--- config.mk ---
export PLATFORM = sky130hd
export DESIGN_NAME = fetch_unit
export DESIGN_NICKNAME = d
export VERILOG_FILES = /design/src/rtl/fetch_unit.sv
export SDC_FILE = /design/constraint.sdc
export NUM_CORES = 1
export LEC_CHECK = 0
export ABC_AREA = 1
export BUFFER_PORTS_ARGS = -buffer_cell sky130_fd_sc_hd__clkbuf_2
export CORE_UTILIZATION = 49
export DETAILED_ROUTE_END_ITERATION = 16
export GPL_ROUTABILITY_DRIVEN = 0
export GPL_TIMING_DRIVEN = 0
export MAX_ROUTING_LAYER = met4
export PLACE_DENSITY = 0.79
export SLEW_MARGIN = 30
export SYNTH_ARGS = -nofsm -noshare
export SYNTH_HDL_FRONTEND = slang
export SYNTH_SLANG_ARGS = --single-unit
--- constraint.sdc ---
create_clock -name clk -period 4 [get_ports clk]
set_clock_uncertainty 0.15 [all_clocks]
set_input_delay 1 -clock clk [delete_from_list [all_inputs] [get_ports clk]]
set_output_delay 1 -clock clk [all_outputs]
set_load 0.1 [all_outputs]
--- src/rtl/fetch_unit.sv ---
// Instruction fetch: one outstanding memory read, a small FIFO toward decode, HALT detection and redirect.
// Define FETCH_PREFETCH_EN for a 2-entry prefetch buffer; otherwise the buffer holds a single entry.
module fetch_unit (
  input  logic        clk,
  input  logic        rst,
  output logic        mem_rd,
  output logic [15:0] mem_addr,
  input  logic [15:0] mem_data,
  input  logic        mem_done,
  input  logic        mem_stall,
  input  logic        redirect,
  input  logic [15:0] redirect_pc,
  output logic [15:0] inst,
  output logic [15:0] inst_pc2,
  output logic        inst_valid,
  input  logic        inst_ready,
  output logic        halted
);

`ifdef FETCH_PREFETCH_EN
  localparam logic [1:0] DEPTH = 2'd2;
`else
  localparam logic [1:0] DEPTH = 2'd1;
`endif

  typedef enum logic [1:0] {
    FETCH = 2'd0,
    WAIT  = 2'd1,
    DRAIN = 2'd2,
    HALT  = 2'd3
  } state_t;

  state_t      state_r, state_s;
  logic [15:0] pc_r, pc_s;
  logic [15:0] pc_plus2_s;
  logic [1:0]  count_r;
  logic [15:0] head_data_r, head_pc2_r;
  logic        push_s, pop_s, free_s, halt_word_s;

  assign pc_plus2_s  = pc_r + 16'd2;
  assign pop_s       = inst_valid & inst_ready;
  // A slot popped this cycle is free by the time the response can land.
  assign free_s      = (count_r < DEPTH) | pop_s;
  assign halt_word_s = (mem_data[15:11] == 5'b00000);

  assign mem_addr   = pc_r;
  assign inst       = head_data_r;
  assign inst_pc2   = head_pc2_r;
  assign inst_valid = (count_r != 2'd0);
  assign halted     = (state_r == HALT);

  // Next-state, request and buffer-push decode.
  always_comb begin
    state_s = state_r;
    pc_s    = pc_r;
    push_s  = 1'b0;
    mem_rd  = 1'b0;
    case (state_r)
      FETCH: begin
        if (!rst && !redirect && !mem_stall && free_s) begin
          mem_rd  = 1'b1;
          state_s = WAIT;
        end else begin
          state_s = FETCH;
        end
      end
      WAIT: begin
        if (mem_done && redirect) begin
          state_s = FETCH;
        end else if (mem_done) begin
          push_s  = 1'b1;
          pc_s    = pc_plus2_s;
          state_s = halt_word_s ? HALT : FETCH;
        end else if (redirect) begin
          state_s = DRAIN;
        end else begin
          state_s = WAIT;
        end
      end
      // An outstanding response must still be swallowed, even across a redirect.
      DRAIN:   state_s = mem_done ? FETCH : DRAIN;
      HALT:    state_s = redirect ? FETCH : HALT;
      default: state_s = FETCH;
    endcase
    pc_s = redirect ? redirect_pc : pc_s;
  end

  // State and program counter.
  always_ff @(posedge clk or posedge rst) begin
    if (rst) begin
      state_r <= FETCH;
      pc_r    <= 16'h0000;
    end else begin
      state_r <= state_s;
      pc_r    <= pc_s;
    end
  end

  // Buffer occupancy; a redirect flushes everything.
  always_ff @(posedge clk or posedge rst) begin
    if (rst) begin
      count_r <= 2'd0;
    end else if (redirect) begin
      count_r <= 2'd0;
    end else begin
      count_r <= count_r + {1'b0, push_s} - {1'b0, pop_s};
    end
  end

`ifdef FETCH_PREFETCH_EN
  logic [15:0] tail_data_r, tail_pc2_r;

  // Two-entry shifting FIFO: pop moves tail to head, push lands in the first free slot.
  always_ff @(posedge clk or posedge rst) begin
    if (rst) begin
      head_data_r <= 16'h0000;
      head_pc2_r  <= 16'h0000;
      tail_data_r <= 16'h0000;
      tail_pc2_r  <= 16'h0000;
    end else begin
      if (pop_s) begin
        head_data_r <= tail_data_r;
        head_pc2_r  <= tail_pc2_r;
      end
      if (push_s) begin
        if (count_r == {1'b0, pop_s}) begin
          head_data_r <= mem_data;
          head_pc2_r  <= pc_plus2_s;
        end else begin
          tail_data_r <= mem_data;
          tail_pc2_r  <= pc_plus2_s;
        end
      end
    end
  end
`else
  // Single-entry buffer: a push always targets the head.
  always_ff @(posedge clk or posedge rst) begin
    if (rst) begin
      head_data_r <= 16'h0000;
      head_pc2_r  <= 16'h0000;
    end else if (push_s) begin
      head_data_r <= mem_data;
      head_pc2_r  <= pc_plus2_s;
    end
  end
`endif

endmodule

==> impl_metrics.yaml, run 1 <==
yosys:
  avgSynthCellArea_um2: 8.084
  synth_nets: 338
  synth-seq-area-share_pct: 54.19
  netlist_instances: 297
  ys_types: 22
  ys_ff_latch: 52
  synth_warnings: 0
  netlist_area_um2: 2401
finish:
  fillers: 431
  utilization_pct: 64.95
  drive_gt1_share_pct: 27.41
  seqCellArea_um2: 1301
  fin_nets: 434
  final_cell_mix: "nand2_1, clkbuf_2, dfrtp_1"
  diodes: 0
  multi_input_area_um2: 945.9
  final_common_cell: "nand2_1"
  areaGrowthSynthToFinish_pct: 27.77
clock_tree:
  cts.clk_slew.worst_paths_ps: 90
  clock_latency_ps: 300
  tritoncts: "yes"
  cts_buffers: 5
  cts_buffer_depth: 2
  cts_resized: 0
  cts_root_buffer: "clkbuf_8"
  htreeDepth: 2
  postCtsSetupBuffers: 0
  postCtsHoldBufs: 0
  cts_sinks: 52
status:
  status: "finished clean"
timing:
  timing.final.max_slew_violations: 0
  rsz0062_at_grt: "false"
  tightest_slew_ps: 671.3
  finalSetupViolCount: 0
  period_share_pct: 93.46
  fmax_mhz: 267.5
  final_hold_viol_count: 0
  finalCriticalPeriod_ps: 3738
  relSlewSlack_pct: 55.15
global_routing:
  grt_usage_pct: 24.56
  antenna_found_initial: 0
  grt_pass1_vias: 2069
  overflow: 0
  grt_pass1_wl_um: 9528
  grt_max_degree: 30
die:
  ios: 89
  rows: 25
  die_x_um: 72
  die_h_um: 72
  dieArea_um2: 5184
  core_area_um2: 4723
  start_util_pct: 50.83
worst_setup_path:
  crit_path_top_delay_cell: "clkinvlp_4"
  cp-start-kind: "input port"
  crit_chain: "clkbuf_2 > clkinvlp_4 > nand2_1 > nor4_1 > o21ai_0 > inv_1 > clkbuf_2"
  rr_startpoint: "state_r[1]"
  max_stage_delay_ps: 450
  critPathBufInv: 4
  r2r_end: "count_r[1]"
  rrSetupSlack_ps: 1990
  worstSetupPathType: "input port to output port"
  end_kind: "output port"
  crit_path_max_fanout: 29
  cp_top_family: "buffers and inverters"
  worstPathRequired_ps: 2850
  arrival_ps: 2590
  worst-r2r-cell-count: 10
  path_common_cell: "clkbuf_2"
worst_hold_path:
  worstHoldStart: "inst[1]"
  hold_depth: 2
  hold_path_end: "inst[1]"
  hp-class: "flip-flop to flip-flop"
route:
  antenna_left: 0
  drc: 0
  first_pass_iters: 4
  post_drt_wl_per_cell_um: 12.04
  vias: 2228
  routed_wl_um: 5551
  via_per_inst: 4.833
  drt_iter0_drc: 178
placed_design:
  dp_hpwl_um: 4238
  portBuffers: 88
flow_run:
  maxCapViolCount: 0
## sequential cells by signal, summed over array words and instances (netlist names)
name,cells
inst,16
inst_pc2,16
mem_addr,16
count_r,2
state_r,2
## synthesized netlist by cell type
cell,number,area share [%]
inv_1,26,4.1
xor2_1,4,1.5
nand2_1,122,19
clkbuf_1,4,0.63
nor4_1,1,0.26
nand3_1,21,4.4
o21ai_0,12,2.5
o21bai_1,2,0.63
buf_2,3,0.63
a21oi_1,1,0.21
nor2_2,1,0.26
dfrtp_1,52,54
a22oi_1,10,3.1
o21ai_1,1,0.21
buf_4,3,0.94
inv_2,1,0.16
xnor2_1,1,0.36
nor2_1,21,3.3
nand2_2,1,0.26
or2_2,1,0.26
nand4_1,6,1.6
ha_1,3,1.6
## worst reg2reg max path: stages, from the launching register on
cell     delay (ps)
dfrtp_1         420
inv_1            70
nand2_1          50
nor2_2          140
nand2_2         120
buf_2           210
ha_1            290
inv_1            40
ha_1            190
xor2_1          160
nor2_1           50
## routing by layer
metal | wire length [µm] | GRT usage (%) | up-vias
met5 | 0 | - | -
met4 | 71 | 8.061 | 0
met3 | 279 | 4.722 | 10
met2 | 2772 | 39.62 | 69
met1 | 2427 | 31.41 | 1011
li1 | - | - | 1138
## final cells by class
type / count / share of cell area (%)
Buffer: 10 / 1.713
Clock buffer: 5 / 2.243
Clock inverter: 3 / 1.387
Inverter: 27 / 3.426
Multi-Input combinational cell: 208 / 30.83
Sequential cell: 52 / 42.41
Tap cell: 67 / 2.732
Timing Repair Buffer: 89 / 15.25
## worst max path at each step
stage               start      to  slack, ps  cells past startpoint
detailed placement    rst  mem_rd        250                      7
floorplan             rst  mem_rd        300                      5
global route          rst  mem_rd         60                      7
finish                rst  mem_rd        260                      7
global placement      rst  mem_rd       -100                      7
CTS                   rst  mem_rd        240                      7
## per-stage QoR
stage,cells,instance area (µm²),setup TNS [ps],setup slack (ps),hold slack [ps]
6_report,461,3068,0,261.8,335.4
5_1_grt,461,3068,0,59.30,361.7
4_1_cts,461,3068,0,238.2,338.7
3_5_place_dp,453,2957,0,251.2,316.1
3_3_place_gp,452,2929,-101.9,-101.9,312.7
2_1_floorplan,297,2405,0,295.2,362.1
## logic make-up after synthesis
group	after synthesis	share of synthesized area, %
AO/OA/AOI/OAI	26	6.670
XOR/XNOR	5	1.824
adder cells (fa/ha/maj)	3	1.563
buffers and inverters	37	6.409
flip-flops	52	54.19
AND/OR/NAND/NOR	174	29.34
Power of run 1 is left out: the tool's default activity adds up to more than one toggle a clock period on the data nets, which glitch-free logic cannot reach.
==> run 2: changes to the inputs <==
Settings changed: ABC_AREA 1 to default, BUFFER_PORTS_ARGS -buffer_cell sky130_fd_sc_hd__clkbuf_2 to default, CORE_UTILIZATION 49 to 58, DONT_BUFFER_PORTS from default to 1, PLACE_DENSITY 0.79 to 0.74.
==> run 2 against run 1 <==
Critical path depth down 4. Synthesized area up 3.6%. Sequential share of layout area up 6.3 points. Cell area down 12%. Highest routed layer unchanged. Sequential cell count unchanged. Clock-buffer cell count up 2. Worst hold slack worse by 23 ps. Via count down 17%. First-iteration DRC count down 6.2%.
==> impl_metrics.yaml, run 2 <==
finish:
  fillers: 340
  final_common_cell: "nand2_1"
  final_cell_mix: "nand2_1, dfrtp_1, o21ai_0"
  areaGrowthSynthToFinish_pct: 7.894
  fin_nets: 323
  multi_input_area_um2: 1075
  diodes: 0
  seqCellArea_um2: 1308
  drive_gt1_share_pct: 11.31
worst_setup_path:
  r2r_end: "mem_addr[15]"
  rr_startpoint: "mem_addr[2]"
  max_stage_delay_ps: 850
  worstSetupPathType: "input port to output port"
  crit_chain: "buf_2 > or4_1 > nor3_4"
  worst-r2r-cell-count: 5
  cp-start-kind: "input port"
  cp_top_family: "simple AND/OR/NAND/NOR gates"
  critPathBufInv: 1
  rrSetupSlack_ps: 1390
  end_kind: "output port"
  crit_path_top_delay_cell: "nor3_4"
  crit_path_max_fanout: 9
  worstPathRequired_ps: 2850
  arrival_ps: 2570
timing:
  fin_setup_tns_ps: 0
  period_share_pct: 92.97
  tightest_slew_ps: 1030
  finalCriticalPeriod_ps: 3719
  relSlewSlack_pct: 31.34
  final_hold_viol_count: 0
  finalSetupViolCount: 0
  rsz0062_at_grt: "false"
  timing.final.max_slew_violations: 0
  fmax_mhz: 268.9
clock_tree:
  cts_root_buffer: "clkbuf_8"
  cts_buffers: 5
  postCtsSetupBuffers: 0
  cts_sinks: 52
  cts_buffer_depth: 2
  cts.clk_slew.worst_paths_ps: 90
  postCtsHoldBufs: 0
  tritoncts: "yes"
  htreeDepth: 2
  cts_resized: 0
  clock_latency_ps: 300
route:
  routed_wl_um: 5079
  drc: 0
  vias: 1847
  via_per_inst: 5.547
  drt_iter0_drc: 167
  first_pass_iters: 4
  antenna_left: 0
  post_drt_wl_per_cell_um: 15.25
yosys:
  netlist_instances: 274
  synth_nets: 315
  avgSynthCellArea_um2: 9.083
  synth_area_leaders: "dfrtp_1, nand2_1, xnor2_1"
  yosysTopAreaCell: "dfrtp_1"
  synth-async-reset-ratio_pct: 100.0
  netlist_area_um2: 2489
  ys_ff_latch: 52
  synth-seq-area-share_pct: 52.29
  ys_types: 37
  synth.top_cells.by_count: "nand2_1, dfrtp_1, o21ai_0"
  synth-main-ff-cell: "dfrtp_1"
  synth_edf_count: 0
  synth_warnings: 0
  yosysMostFrequentCell: "nand2_1"
  synth_top_area_share_pct: 52.29
global_routing:
  grt_usage_pct: 24.42
  grt_max_degree: 42
  grt_pass1_vias: 1739
  antenna_found_initial: 0
  overflow: 0
  grt_pass1_wl_um: 7852
status:
  status: "finished clean"
die:
  die_x_um: 67.51
  ios: 89
  die_h_um: 67.51
  dieArea_um2: 4557
  rows: 23
  core_area_um2: 4058
  start_util_pct: 61.33
flow_run:
  maxCapViolCount: 0
placed_design:
  dp_hpwl_um: 3745
  portBuffers: 0
worst_hold_path:
  hp-class: "input port to async pin"
==> run 2: cell type report <==
| class | count | area share, % |
|---|---|---|
| Sequential cell | 52 | 48.70 |
| Multi-Input combinational cell | 196 | 40.03 |
| Clock buffer | 7 | 3.215 |
| Buffer | 16 | 3.215 |
| Tap cell | 50 | 2.330 |
| Inverter | 10 | 1.491 |
| Timing Repair Buffer | 1 | 0.7456 |
| Clock inverter | 1 | 0.2796 |
==> run 2: through the flow <==
| stage | util [%] | cells | hold WS, ps | area [µm²] | setup slack, ps |
|---|---|---|---|---|---|
| after global placement | 63.15 | 324 | 326.2 | 2562 | 282.4 |
| after floorplan | - | 274 | 305.6 | 2500 | 335.3 |
| final | 66.17 | 333 | 312.1 | 2685 | 281.1 |
| after global routing | 66.17 | 333 | 305.8 | 2685 | 242.4 |
| after detailed placement | 63.83 | 325 | 349.7 | 2590 | 283.4 |
| after CTS | 66.14 | 333 | 312.9 | 2684 | 277.4 |
==> run 2: cells by family after synthesis <==
logic type                 count (synthesis)  share of synthesized area, %
AOI/OAI and AO/OA                         32                         8.044
adders and majority gates                  3                         1.508
muxes                                      1                        0.4525
and+or+nand+nor                          140                         25.69
buffers and inverters                     26                         4.977
DFF                                       52                         52.29
xor gates and xnor gates                  20                         7.038
==> run 2: worst reg2reg max path, delay by kind of cell (launching register included) <==
family,cells,cell delay (ps)
simple gates,2,610
compound gates,1,120
flops,1,1020
xor+xnor,1,190
fa+ha+maj,1,400
==> run 2: worst max path at each step <==
stage	start	to	slack, ps	cells past startpoint
after floorplan	redirect	mem_rd	340	3
after global placement	redirect	mem_rd	280	3
after detailed placement	redirect	mem_rd	280	3
after CTS	redirect	mem_rd	280	3
after global routing	redirect	mem_rd	240	3
final	redirect	mem_rd	280	3
==> run 2: routing by layer <==
| metal | share of wire (%) | GRT usage (%) |
|---|---|---|
| met3 | 7.4 | 7.770 |
| met2 | 48 | 39.48 |
| met5 | 0 | - |
| met1 | 43 | 28.67 |
| met4 | 0.93 | 7.979 |
Power of run 2 is left out for the same reason.
==> run 3: changes to the inputs <==
Settings changed: CORE_UTILIZATION 58 to 60, PLACE_DENSITY 0.74 to 0.76.
==> run 3 against run 2 <==
Non-clock buffer count is 1 lower. Die area is 3.2% lower. Critical path depth stayed put. Highest routed layer unchanged.
==> impl_metrics.yaml, run 3 (synthesis results as in run 2) <==
status:
  status: "finished clean"
timing:
  finalCriticalPeriod_ps: 3719
  fmax_mhz: 268.9
  tightest_slew_ps: 1015
  final_hold_viol_count: 0
  timing.final.max_slew_violations: 0
  period_share_pct: 92.98
  finalSetupViolCount: 0
  relSlewSlack_pct: 32.34
  rsz0062_at_grt: "false"
  fin_setup_tns_ps: 0
die:
  core_area_um2: 4000
  dieArea_um2: 4409
  die_x_um: 66.40
  die_h_um: 66.40
  rows: 23
  start_util_pct: 62.21
  ios: 89
worst_hold_path:
  hp-class: "flip-flop to flip-flop"
route:
  drt_iter0_drc: 99
  antenna_left: 0
  drc: 0
  first_pass_iters: 6
  via_per_inst: 5.714
  routed_wl_um: 5226
  post_drt_wl_per_cell_um: 15.74
  vias: 1897
placed_design:
  portBuffers: 0
  dp_hpwl_um: 3692
  dp.cells: 324
worst_setup_path:
  arrival_ps: 2570
  crit_chain: "buf_2 > or4_1 > nor3_4"
  cp-start-kind: "input port"
  end_kind: "output port"
  max_stage_delay_ps: 840
  worstSetupPathType: "input port to output port"
  crit_path_max_fanout: 9
  crit_path_top_delay_cell: "nor3_4"
  worstPathRequired_ps: 2850
clock_tree:
  cts_sinks: 52
  postCtsHoldBufs: 0
  tritoncts: "yes"
  postCtsSetupBuffers: 0
  cts_root_buffer: "clkbuf_8"
  clock_latency_ps: 310
  cts_resized: 0
  cts.clk_slew.worst_paths_ps: 90
  cts_buffers: 5
  cts_buffer_depth: 2
  htreeDepth: 2
global_routing:
  grt_pass1_wl_um: 8066
  grt_max_degree: 53
  grt_usage_pct: 25.64
  antenna_found_initial: 0
  grt_pass1_vias: 1789
  overflow: 0
finish:
  fillers: 322
  final_common_cell: "nand2_1"
  final_cell_mix: "nand2_1, dfrtp_1, o21ai_0"
  drive_gt1_share_pct: 11.35
  areaGrowthSynthToFinish_pct: 6.787
  utilization_pct: 66.44
  stdcell_count: 332
  fin_nets: 322
  diodes: 0
flow_run:
  maxCapViolCount: 0
==> run 3: layout make-up <==
| class | instances | area, µm² | share of cell area, % |
|---|---|---|---|
| well taps | 50 | 62.56 | 2.354 |
| clock inverters | 2 | 12.51 | 0.4708 |
| flip-flops and latches | 52 | 1309 | 49.25 |
| multi-input cells | 196 | 1075 | 40.44 |
| clock buffers | 6 | 72.57 | 2.731 |
| inverters | 10 | 40.04 | 1.507 |
| plain buffers | 16 | 86.33 | 3.249 |
==> run 3: final timing paths <==
| path | startpoint | to | slack (ps) | cells past startpoint |
|---|---|---|---|---|
| setup / recovery | redirect | mem_rd | 280 | 3 |
| hold / removal | mem_addr[0] | inst_pc2[0] | 350 | 2 |
| setup reg to reg | mem_addr[2] | mem_addr[15] | 1330 | 5 |
| hold reg to reg | mem_addr[0] | inst_pc2[0] | 350 | 2 |
| max in group asynchronous | rst | mem_addr[1] | 2750 | 1 |
| min in group asynchronous | rst | inst[13] | 500 | 1 |
==> run 3: worst max-delay path, delay by kind of cell <==
kind	cells	cell delay, ps
simple gates	2	1400
buf+inv	1	160
==> run 3: layer usage <==
layer  up-vias  GRT usage (%)  share of wire [%]
li1        910              -                  -
met1       899          30.25                 41
met2        73          39.03                 48
met3        15          9.310                7.8
met4         0          11.97                2.7
met5         -              -                  0
==> run 3: through the flow <==
step / hold WS (ps) / setup WS, ps / instance area, µm²
6_report: 349.0 / 280.7 / 2658
5_1_grt: 384.3 / 253.0 / 2658
4_1_cts: 355.2 / 268.0 / 2654
3_5_place_dp: 331.1 / 268.2 / 2569
3_3_place_gp: 326.4 / 264.3 / 2562
2_1_floorplan: 305.6 / 335.3 / 2500
Power of run 3 is left out for the same reason.
